`src/rtl/btn_conditioner.sv`:
```
// Multi-channel push-button conditioner: 2-FF synchronizer, debounce,
// press/release edge pulses, and a per-channel long-press / auto-repeat FSM.
module btn_conditioner #(
  parameter int WIDTH           = 1,
  parameter int DEBOUNCE_CYCLES = 4,
  parameter int LONG_CYCLES     = 10,
  parameter int REPEAT_CYCLES   = 3,
  parameter bit ACTIVE_LOW      = 1'b0
) (
  input  logic             clk,
  input  logic             rst,
  input  logic [WIDTH-1:0] btn,
  output logic [WIDTH-1:0] btn_level,
  output logic [WIDTH-1:0] press_pulse,
  output logic [WIDTH-1:0] release_pulse,
  output logic [WIDTH-1:0] long_pulse,
  output logic [WIDTH-1:0] repeat_pulse
);

  localparam int HOLD_MAX = (LONG_CYCLES > REPEAT_CYCLES) ? LONG_CYCLES : REPEAT_CYCLES;
  localparam int DW       = $clog2(DEBOUNCE_CYCLES + 1);
  localparam int HW       = $clog2(HOLD_MAX + 1);
  localparam bit REP_EN   = (REPEAT_CYCLES > 0);

  localparam logic [DW-1:0] DB_LAST   = DW'(DEBOUNCE_CYCLES - 1);
  localparam logic [HW-1:0] LONG_LAST = HW'(LONG_CYCLES - 1);
  localparam logic [HW-1:0] REP_LAST  = HW'(REPEAT_CYCLES - 1);
  localparam logic [DW-1:0] DB_ONE    = DW'(1);
  localparam logic [HW-1:0] HOLD_ONE  = HW'(1);

  typedef enum logic [1:0] {
    IDLE   = 2'd0,
    HELD   = 2'd1,
    REPEAT = 2'd2
  } hold_state_e;

  logic [WIDTH-1:0] btn_int_s;

  // Normalise polarity so a pressed button is always 1 internally
  assign btn_int_s = ACTIVE_LOW ? ~btn : btn;

  for (genvar i = 0; i < WIDTH; i++) begin : g_ch
    logic          sync0_r, sync1_r, level_r;
    logic          press_r, release_r, long_r, repeat_r;
    logic [DW-1:0] db_cnt_r;
    logic [HW-1:0] hold_cnt_r;
    hold_state_e   state_r;
    logic          accept_s;

    // A level change is accepted on the edge the counter would reach DEBOUNCE_CYCLES
    assign accept_s = (sync1_r != level_r) && (db_cnt_r == DB_LAST);

    // Synchronizer, debounce counter and hold FSM for this channel
    always_ff @(posedge clk or negedge rst) begin
      if (!rst) begin
        sync0_r    <= 1'b0;
        sync1_r    <= 1'b0;
        level_r    <= 1'b0;
        press_r    <= 1'b0;
        release_r  <= 1'b0;
        long_r     <= 1'b0;
        repeat_r   <= 1'b0;
        db_cnt_r   <= '0;
        hold_cnt_r <= '0;
        state_r    <= IDLE;
      end else begin
        sync0_r   <= btn_int_s[i];
        sync1_r   <= sync0_r;
        press_r   <= 1'b0;
        release_r <= 1'b0;
        long_r    <= 1'b0;
        repeat_r  <= 1'b0;

        if (sync1_r == level_r) begin
          db_cnt_r <= '0;
        end else if (accept_s) begin
          db_cnt_r <= '0;
          level_r  <= sync1_r;
        end else begin
          db_cnt_r <= db_cnt_r + DB_ONE;
        end

        // Release acceptance overrides any long/repeat tick due in the same cycle
        if (accept_s && sync1_r) begin
          press_r    <= 1'b1;
          state_r    <= HELD;
          hold_cnt_r <= '0;
        end else if (accept_s) begin
          release_r  <= 1'b1;
          state_r    <= IDLE;
          hold_cnt_r <= '0;
        end else begin
          case (state_r)
            HELD: begin
              if (hold_cnt_r == LONG_LAST) begin
                long_r     <= 1'b1;
                state_r    <= REPEAT;
                hold_cnt_r <= '0;
              end else begin
                hold_cnt_r <= hold_cnt_r + HOLD_ONE;
              end
            end
            REPEAT: begin
              if (!REP_EN) begin
                hold_cnt_r <= hold_cnt_r;
              end else if (hold_cnt_r == REP_LAST) begin
                repeat_r   <= 1'b1;
                hold_cnt_r <= '0;
              end else begin
                hold_cnt_r <= hold_cnt_r + HOLD_ONE;
              end
            end
            default: begin
              state_r    <= IDLE;
              hold_cnt_r <= '0;
            end
          endcase
        end
      end
    end

    assign btn_level[i]     = level_r;
    assign press_pulse[i]   = press_r;
    assign release_pulse[i] = release_r;
    assign long_pulse[i]    = long_r;
    assign repeat_pulse[i]  = repeat_r;
  end

endmodule

```
`config.mk`:
```
export PLATFORM = sky130hd
export DESIGN_NAME = btn_conditioner
export DESIGN_NICKNAME = d
export VERILOG_FILES = /design/src/rtl/btn_conditioner.sv
export SDC_FILE = /design/constraint.sdc
export NUM_CORES = 1
export LEC_CHECK = 0
export CAP_MARGIN = 10
export CORE_MARGIN = 8
export CORE_UTILIZATION = 45
export CTS_CLUSTER_SIZE = 30
export DETAILED_ROUTE_END_ITERATION = 10
export DONT_BUFFER_PORTS = 1
export SYNTH_ARGS = -nofsm -noshare
export SYNTH_HDL_FRONTEND = slang
export SYNTH_SLANG_ARGS = --single-unit
```
`constraint.sdc`:
```
create_clock -name clk -period 1.6 [get_ports clk]
set_input_delay 0.32 -clock clk [delete_from_list [all_inputs] [get_ports clk]]
set_output_delay 0.32 -clock clk [all_outputs]
set_load 0.01 [all_outputs]
```
==> run_results.csv, run 1 <==
group,metric,value,unit
worst_setup_path,cp_max_fo,6,
floorplanning,die_y,55.2,um
clocking,clock-root-buffer,"clkbuf_4",
worst_setup_path,r2r_cells,5,
power,leakage,0.318,nW
sta,period_needed,1.30,ns
clocking,max-clock-path-buffers,2,
clocking,clkTransAtPathRegs,0.08,ns
routing,vias,405,
cells_and_area,fin_cells,76,
routing,via_per_inst,5.33,
global_route,grt_pass1_wl,1720,um
worst_setup_path,worstReg2RegStart,"g_ch[0].state_r[0]",
routing,post_drt_wl_per_cell,13.4,um
worst_setup_path,cp-end-kind,"flop",
logic_synthesis,yosysTopAreaCellShare,57.8,%
clocking,cts_made_buffers,3,
worst_setup_path,cp.required,1.78,ns
worst_hold_path,hp-class,"primary input to flop",
logic_synthesis,yosysWarnings,0,
floorplanning,die_area,3050,um2
floorplanning,die_x,55.2,um
sta,rsz0062_at_grt,"no",
clocking,cts.repair.resized,0,
floorplanning,design.core.area,1470,um2
floorplanning,start_util,47.1,%
logic_synthesis,async_reset_ff_share,100,%
logic_synthesis,synth_area_per_cell,12.8,um2
sta,fin_worst_skew,0.00190,ns
global_route,grt_max_degree,17,
sta,setup_violations,0,
worst_setup_path,crit_arrival,1.48,ns
logic_synthesis,synth_area_leader_cell,"dfrtp_1",
routing,ant_nets,0,
routing,drtIter0Drc,10,
sta,hold_viol,0,
logic_synthesis,syn_inst,54,
routing,routed_wl,1020,um
sta,period_share,81.1,%
floorplanning,num_io_pins,8,
clocking,cts_sinks,16,
cells_and_area,area_growth,10.6,%
cells_and_area,nets,67,
power,power.density,1170,nW/um2
worst_setup_path,critPathTopFamily,"flip-flops",
worst_setup_path,cp_num_buf_inv,1,
logic_synthesis,synth_top_flop_cell,"dfrtp_1",
clocking,clk_latency,0.28,ns
global_route,grt_remaining_overflow,0,
worst_setup_path,startpoint_type,"flop",
cells_and_area,utilization,52.1,%
logic_synthesis,yosysUniqueCellTypes,23,
worst_setup_path,max_stage_delay,0.40,ns
routing,firstDrtPassIters,4,
worst_setup_path,worstSetupPathType,"flop to flop",
sta,setup_tns,0,ns
clocking,cts_setup_buffers,0,
placed_design,dpl.cell_count,71,
logic_synthesis,synth_commonest_cells,"dfrtp_1 (16), nor3b_1 (5), nor4_1 (4)",
worst_hold_path,holdPathStages,0,
clocking,cts_hold_buf,1,
worst_setup_path,cp_cell_sequence,"inv_1, ha_1, nor3b_1, o22a_1, nor4_1",
sta,fmax,0.771,GHz
logic_synthesis,synth_area,693,um2
worst_hold_path,min_from,"btn",
sta,relSlewSlack,54.2,%
placed_design,gp_congestion,0.786,
sta,worst_pin_slew,0.685,ns
logic_synthesis,ys_seq_area_share,57.8,%
sta,slew_violations,0,
global_route,grt_usage,6.93,%
floorplanning,rows,14,
cells_and_area,drive_gt1_share,16.7,%
global_route,grt_pass1_vias,399,
cells_and_area,diodes,0,
flow_run,maxCapViolations,0,
routing,post-route-drc-count,0,
logic_synthesis,syn_nets,60,
worst_hold_path,hold_end,"g_ch[0].sync0_r",
placed_design,dpl_cell_area,721,um2
placed_design,place_hpwl,748,um
logic_synthesis,yosysMostFrequentCell,"dfrtp_1",
worst_setup_path,cp_slowest_cell,"dfrtp_1",
worst_setup_path,worstReg2RegEnd,"g_ch[0].hold_cnt_r[1]",
power,ir_drop,0.555,mV
logic_synthesis,ys_ff_latch,16,
cells_and_area,nFillCells,137,
clocking,cts_tree,"built",
worst_setup_path,r2r_slack,0.30,ns
logic_synthesis,synth_enable_flop_cells,0,
cells_and_area,finalInstanceArea,767,um2
status,outcome,"finished clean",
placed_design,port_buffers,0,
global_route,antenna_found_initial,0,
clocking,htreeDepth,1,
logic_synthesis,synth_area_leaders,"dfrtp_1 (58%), ha_1 (5.4%), nor3b_1 (5.4%)",
==> worst max-delay path by stage <==
stage,start,end,slack (ns),depth (start not counted)
after floorplan,g_ch[0].db_cnt_r[0],btn_level,0.40,3
after global placement,g_ch[0].db_cnt_r[0],g_ch[0].hold_cnt_r[1],0.29,4
after detailed placement,g_ch[0].db_cnt_r[0],g_ch[0].hold_cnt_r[1],0.28,4
after CTS,g_ch[0].state_r[0],g_ch[0].hold_cnt_r[1],0.26,5
after global routing,g_ch[0].db_cnt_r[0],g_ch[0].hold_cnt_r[1],0.18,4
final,g_ch[0].state_r[0],g_ch[0].hold_cnt_r[1],0.30,5
==> flip-flops by register name, summed over array words and instances (netlist names) <==
| register | cells |
|---|---|
| g_ch.state_r | 2 |
| repeat_pulse | 1 |
| g_ch.hold_cnt_r | 4 |
| long_pulse | 1 |
| press_pulse | 1 |
| g_ch.db_cnt_r | 3 |
| g_ch.sync1_r | 1 |
| release_pulse | 1 |
| g_ch.sync0_r | 1 |
| btn_level | 1 |
==> area by class of cell <==
| class | instances | area (um2) | share of cell area (%) |
|---|---|---|---|
| Clock buffer | 4 | 36.3 | 4.73 |
| Inverter | 2 | 7.51 | 0.979 |
| Multi-Input combinational cell | 36 | 285 | 37.2 |
| Sequential cell | 16 | 400 | 52.2 |
| Tap cell | 16 | 20.0 | 2.61 |
| Timing Repair Buffer | 2 | 17.5 | 2.28 |
==> layout by cell type (no fill, tap or decap) <==
master	instances
nand2_1	1
xor2_1	2
xnor2_2	1
a21oi_1	2
nor4b_2	1
nor4_1	4
and2_1	1
o21ai_0	2
nand3_1	1
nand4bb_1	1
o22a_1	1
inv_1	2
nand2b_1	3
clkbuf_4	3
mux2_2	1
nor2_1	1
o2bb2ai_1	1
clkbuf_8	1
nor3_1	2
dfrtp_1	16
nor2_4	1
and2b_2	1
or3b_1	1
ha_1	3
buf_4	1
dlygate4sd3_1	1
nor3b_1	5
==> logic make-up after synthesis <==
kind of cell	after synthesis	synth area share, %
mux	1	1.62
simple gates	23	23.8
flops	16	57.8
compound gates	6	5.42
fa+ha+maj	3	5.42
buf+inv	2	1.08
xor+xnor	3	4.87
==> per-layer routing <==
metal | up-vias | share of wire (%) | wire length, um | GRT usage (%)
li1 | 209 | - | - | -
met1 | 185 | 53 | 534 | 8.54
met2 | 11 | 38 | 385 | 8.97
met3 | 0 | 9.5 | 97 | 5.94
met4 | 0 | 0 | 0 | 1.06
met5 | - | 0 | 0 | 0
==> power breakdown <==
part / switching [mW] / total [mW] / internal (mW)
combinational: 0.0776 / 0.159 / 0.0816
clock: 0.116 / 0.254 / 0.139
sequential: 0.0402 / 0.485 / 0.445
total: 0.233 / 0.898 / 0.665
==> worst register-to-register path, stage by stage (launching register included) <==
cell and delay [ns]:
dfrtp_1 0.40, inv_1 0.06, ha_1 0.23, nor3b_1 0.07, o22a_1 0.20, nor4_1 0.24
==> stage by stage <==
| step | worst slack, ns | total power [mW] | hold slack, ns |
|---|---|---|---|
| final | 0.303 | 0.898 | 0.0576 |
| after global routing | 0.177 | 0.959 | 0.0245 |
| after CTS | 0.264 | 0.914 | 0.0425 |
| after detailed placement | 0.279 | 0.647 | 0.0250 |
| after global placement | 0.287 | 0.645 | 0.0249 |
| after floorplan | 0.400 | 0.602 | 0.0244 |
Note: power is estimated with default switching activity, not from simulation.
==> run 2: changes to the inputs <==
clock period = 1.2 ns   (was 1.6 ns; I/O delays follow)
==> run_results.csv, run 2 (synthesis gave the netlist of run 1 again) <==
group,metric,value,unit
status,outcome,"finished, violations left",
status,violations,"negative setup slack",
clocking,htreeDepth,1,
worst_hold_path,hp-class,"flop to flop",
sta,setup_tns,-0.0217,ns
worst_setup_path,cp.required,1.37,ns
worst_setup_path,startpoint,"g_ch[0].hold_cnt_r[1]",
clocking,clk_latency,0.29,ns
placed_design,dpl_worst_slack,-0.103,ns
cells_and_area,nFillCells,116,
sta,relSlewSlack,53.3,%
flow_run,maxCapViolations,0,
global_route,antenna_found_initial,0,
routing,firstDrtPassIters,4,
routing,drtIter0Drc,5,
floorplanning,design.core.area,1470,um2
floorplanning,die_y,55.2,um
floorplanning,num_io_pins,8,
cells_and_area,diodes,0,
worst_setup_path,setup.worst_path.end,"g_ch[0].state_r[0]",
clocking,clkTransAtPathRegs,0.10,ns
worst_setup_path,cp-end-kind,"flop",
placed_design,port_buffers,0,
floorplanning,rows,14,
sta,fmax,0.821,GHz
worst_setup_path,cp_num_buf_inv,0,
cells_and_area,largest_register_ffs,4,
sta,setup_ws,-0.0182,ns
global_route,grt_max_degree,17,
global_route,grt_usage,8.45,%
sta,setup_violations,2,
worst_setup_path,r2r_slack,-0.02,ns
worst_setup_path,worstSetupPathType,"flop to flop",
floorplanning,start_util,47.1,%
routing,post-route-drc-count,0,
routing,routed_wl,1280,um
worst_setup_path,cp_cell_sequence,"nand4bb_1, a21oi_2, o2bb2ai_1",
global_route,grt_pass1_wl,2170,um
cells_and_area,utilization,61.5,%
worst_setup_path,startpoint_type,"flop",
sta,hold_viol,0,
clocking,cts_sinks,16,
cells_and_area,area_growth,30.5,%
routing,post_drt_wl_per_cell,15.1,um
placed_design,place_hpwl,852,um
cells_and_area,largest-register,"g_ch.hold_cnt_r",
placed_design,gp_congestion,0.781,
cells_and_area,layout_commonest_cell,"dfrtp_1",
sta,period_share,102,%
cells_and_area,mostFrequentLayoutCells,"dfrtp_1 (16), buf_4 (8), nor3b_1 (5)",
global_route,grt_pass1_vias,461,
sta,slew_violations,0,
cells_and_area,drive_gt1_share,43.5,%
power,leakage,0.372,nW
worst_setup_path,max_stage_delay,0.44,ns
worst_setup_path,cp_max_fo,6,
floorplanning,die_x,55.2,um
routing,via_per_inst,5.46,
worst_setup_path,worstReg2RegStart,"g_ch[0].hold_cnt_r[1]",
sta,fin_worst_skew,0.00125,ns
global_route,grt_remaining_overflow,0,
clocking,cts_tree,"built",
clocking,clock-root-buffer,"clkbuf_4",
sta,period_needed,1.22,ns
power,power.density,1430,nW/um2
floorplanning,die_area,3050,um2
power,ir_drop,1.06,mV
clocking,max-clock-path-buffers,2,
worst_setup_path,worst-path-stages,3,
sta,rsz0062_at_grt,"yes",
worst_setup_path,critPathTopFamily,"flip-flops",
worst_setup_path,cp_slowest_cell,"dfrtp_1",
sta,worst_pin_slew,0.697,ns
clocking,cts_made_buffers,3,
worst_setup_path,crit_arrival,1.39,ns
routing,vias,464,
cells_and_area,nets,76,
routing,ant_nets,0,
worst_setup_path,worstReg2RegEnd,"g_ch[0].state_r[0]",
cells_and_area,reg_top3,"g_ch.hold_cnt_r (4), g_ch.db_cnt_r (3), g_ch.state_r (2)",
worst_setup_path,r2r_cells,3,
run 2: cell count changes in the layout (fill, tap and decap cells not counted), moves of 2 or more:
cell     before  now
buf_4         1    8
ha_1          3    0
nor4_1        4    1
nor4_2        0    3
a21oi_1       2    0
a21oi_2       0    2
ha_4          0    2
inv_1         2    0
inv_2         0    2
run 2: worst min path at each step:
stage | startpoint | endpoint | slack, ns | cells after the start
2_1_floorplan | rst | btn_level | -0.06 | 0
3_3_place_gp | rst | repeat_pulse | -0.06 | 0
3_5_place_dp | rst | repeat_pulse | -0.06 | 0
4_1_cts | g_ch[0].sync0_r | g_ch[0].sync1_r | 0.36 | 0
5_1_grt | g_ch[0].sync0_r | g_ch[0].sync1_r | 0.37 | 0
6_report | g_ch[0].sync0_r | g_ch[0].sync1_r | 0.36 | 0
run 2: area by class of cell:
class / instances / area (um2) / share of cell area [%]
inverters: 2 / 7.51 / 0.830
multi-input cells: 36 / 349 / 38.6
flip-flops and latches: 16 / 400 / 44.3
well taps: 16 / 20.0 / 2.21
clock buffers: 4 / 36.3 / 4.01
repair buffers: 11 / 91.3 / 10.1
run 2: power by group:
group	internal [mW]	switching, mW
clock	0.185	0.177
combinational	0.154	0.146
sequential	0.593	0.0416
run 2: per-stage QoR:
stage	area (um2)	total power [mW]	instances	hold slack, ns
floorplan	693	0.803	54	-0.0556
global placement	758	0.894	76	-0.0551
detailed placement	758	0.895	76	-0.0551
CTS	868	1.29	84	0.362
global route	905	1.36	85	0.366
finish	905	1.30	85	0.358
run 2: timing repair:
action | in CTS | in global routing
hold buffers | 2 | 0
resized for setup | 8 | 7
pin swaps | 0 | 2
hold endpoints to repair | 17 | 0
buffers inserted | 2 | 1
setup endpoints to repair | 9 | 8
run 2: routing by layer:
layer	wire [um]	up-vias	GRT usage [%]
li1	-	226	-
met1	641	223	11.1
met2	537	13	11.5
met3	85	2	4.11
met4	16	0	3.17
met5	0	-	0
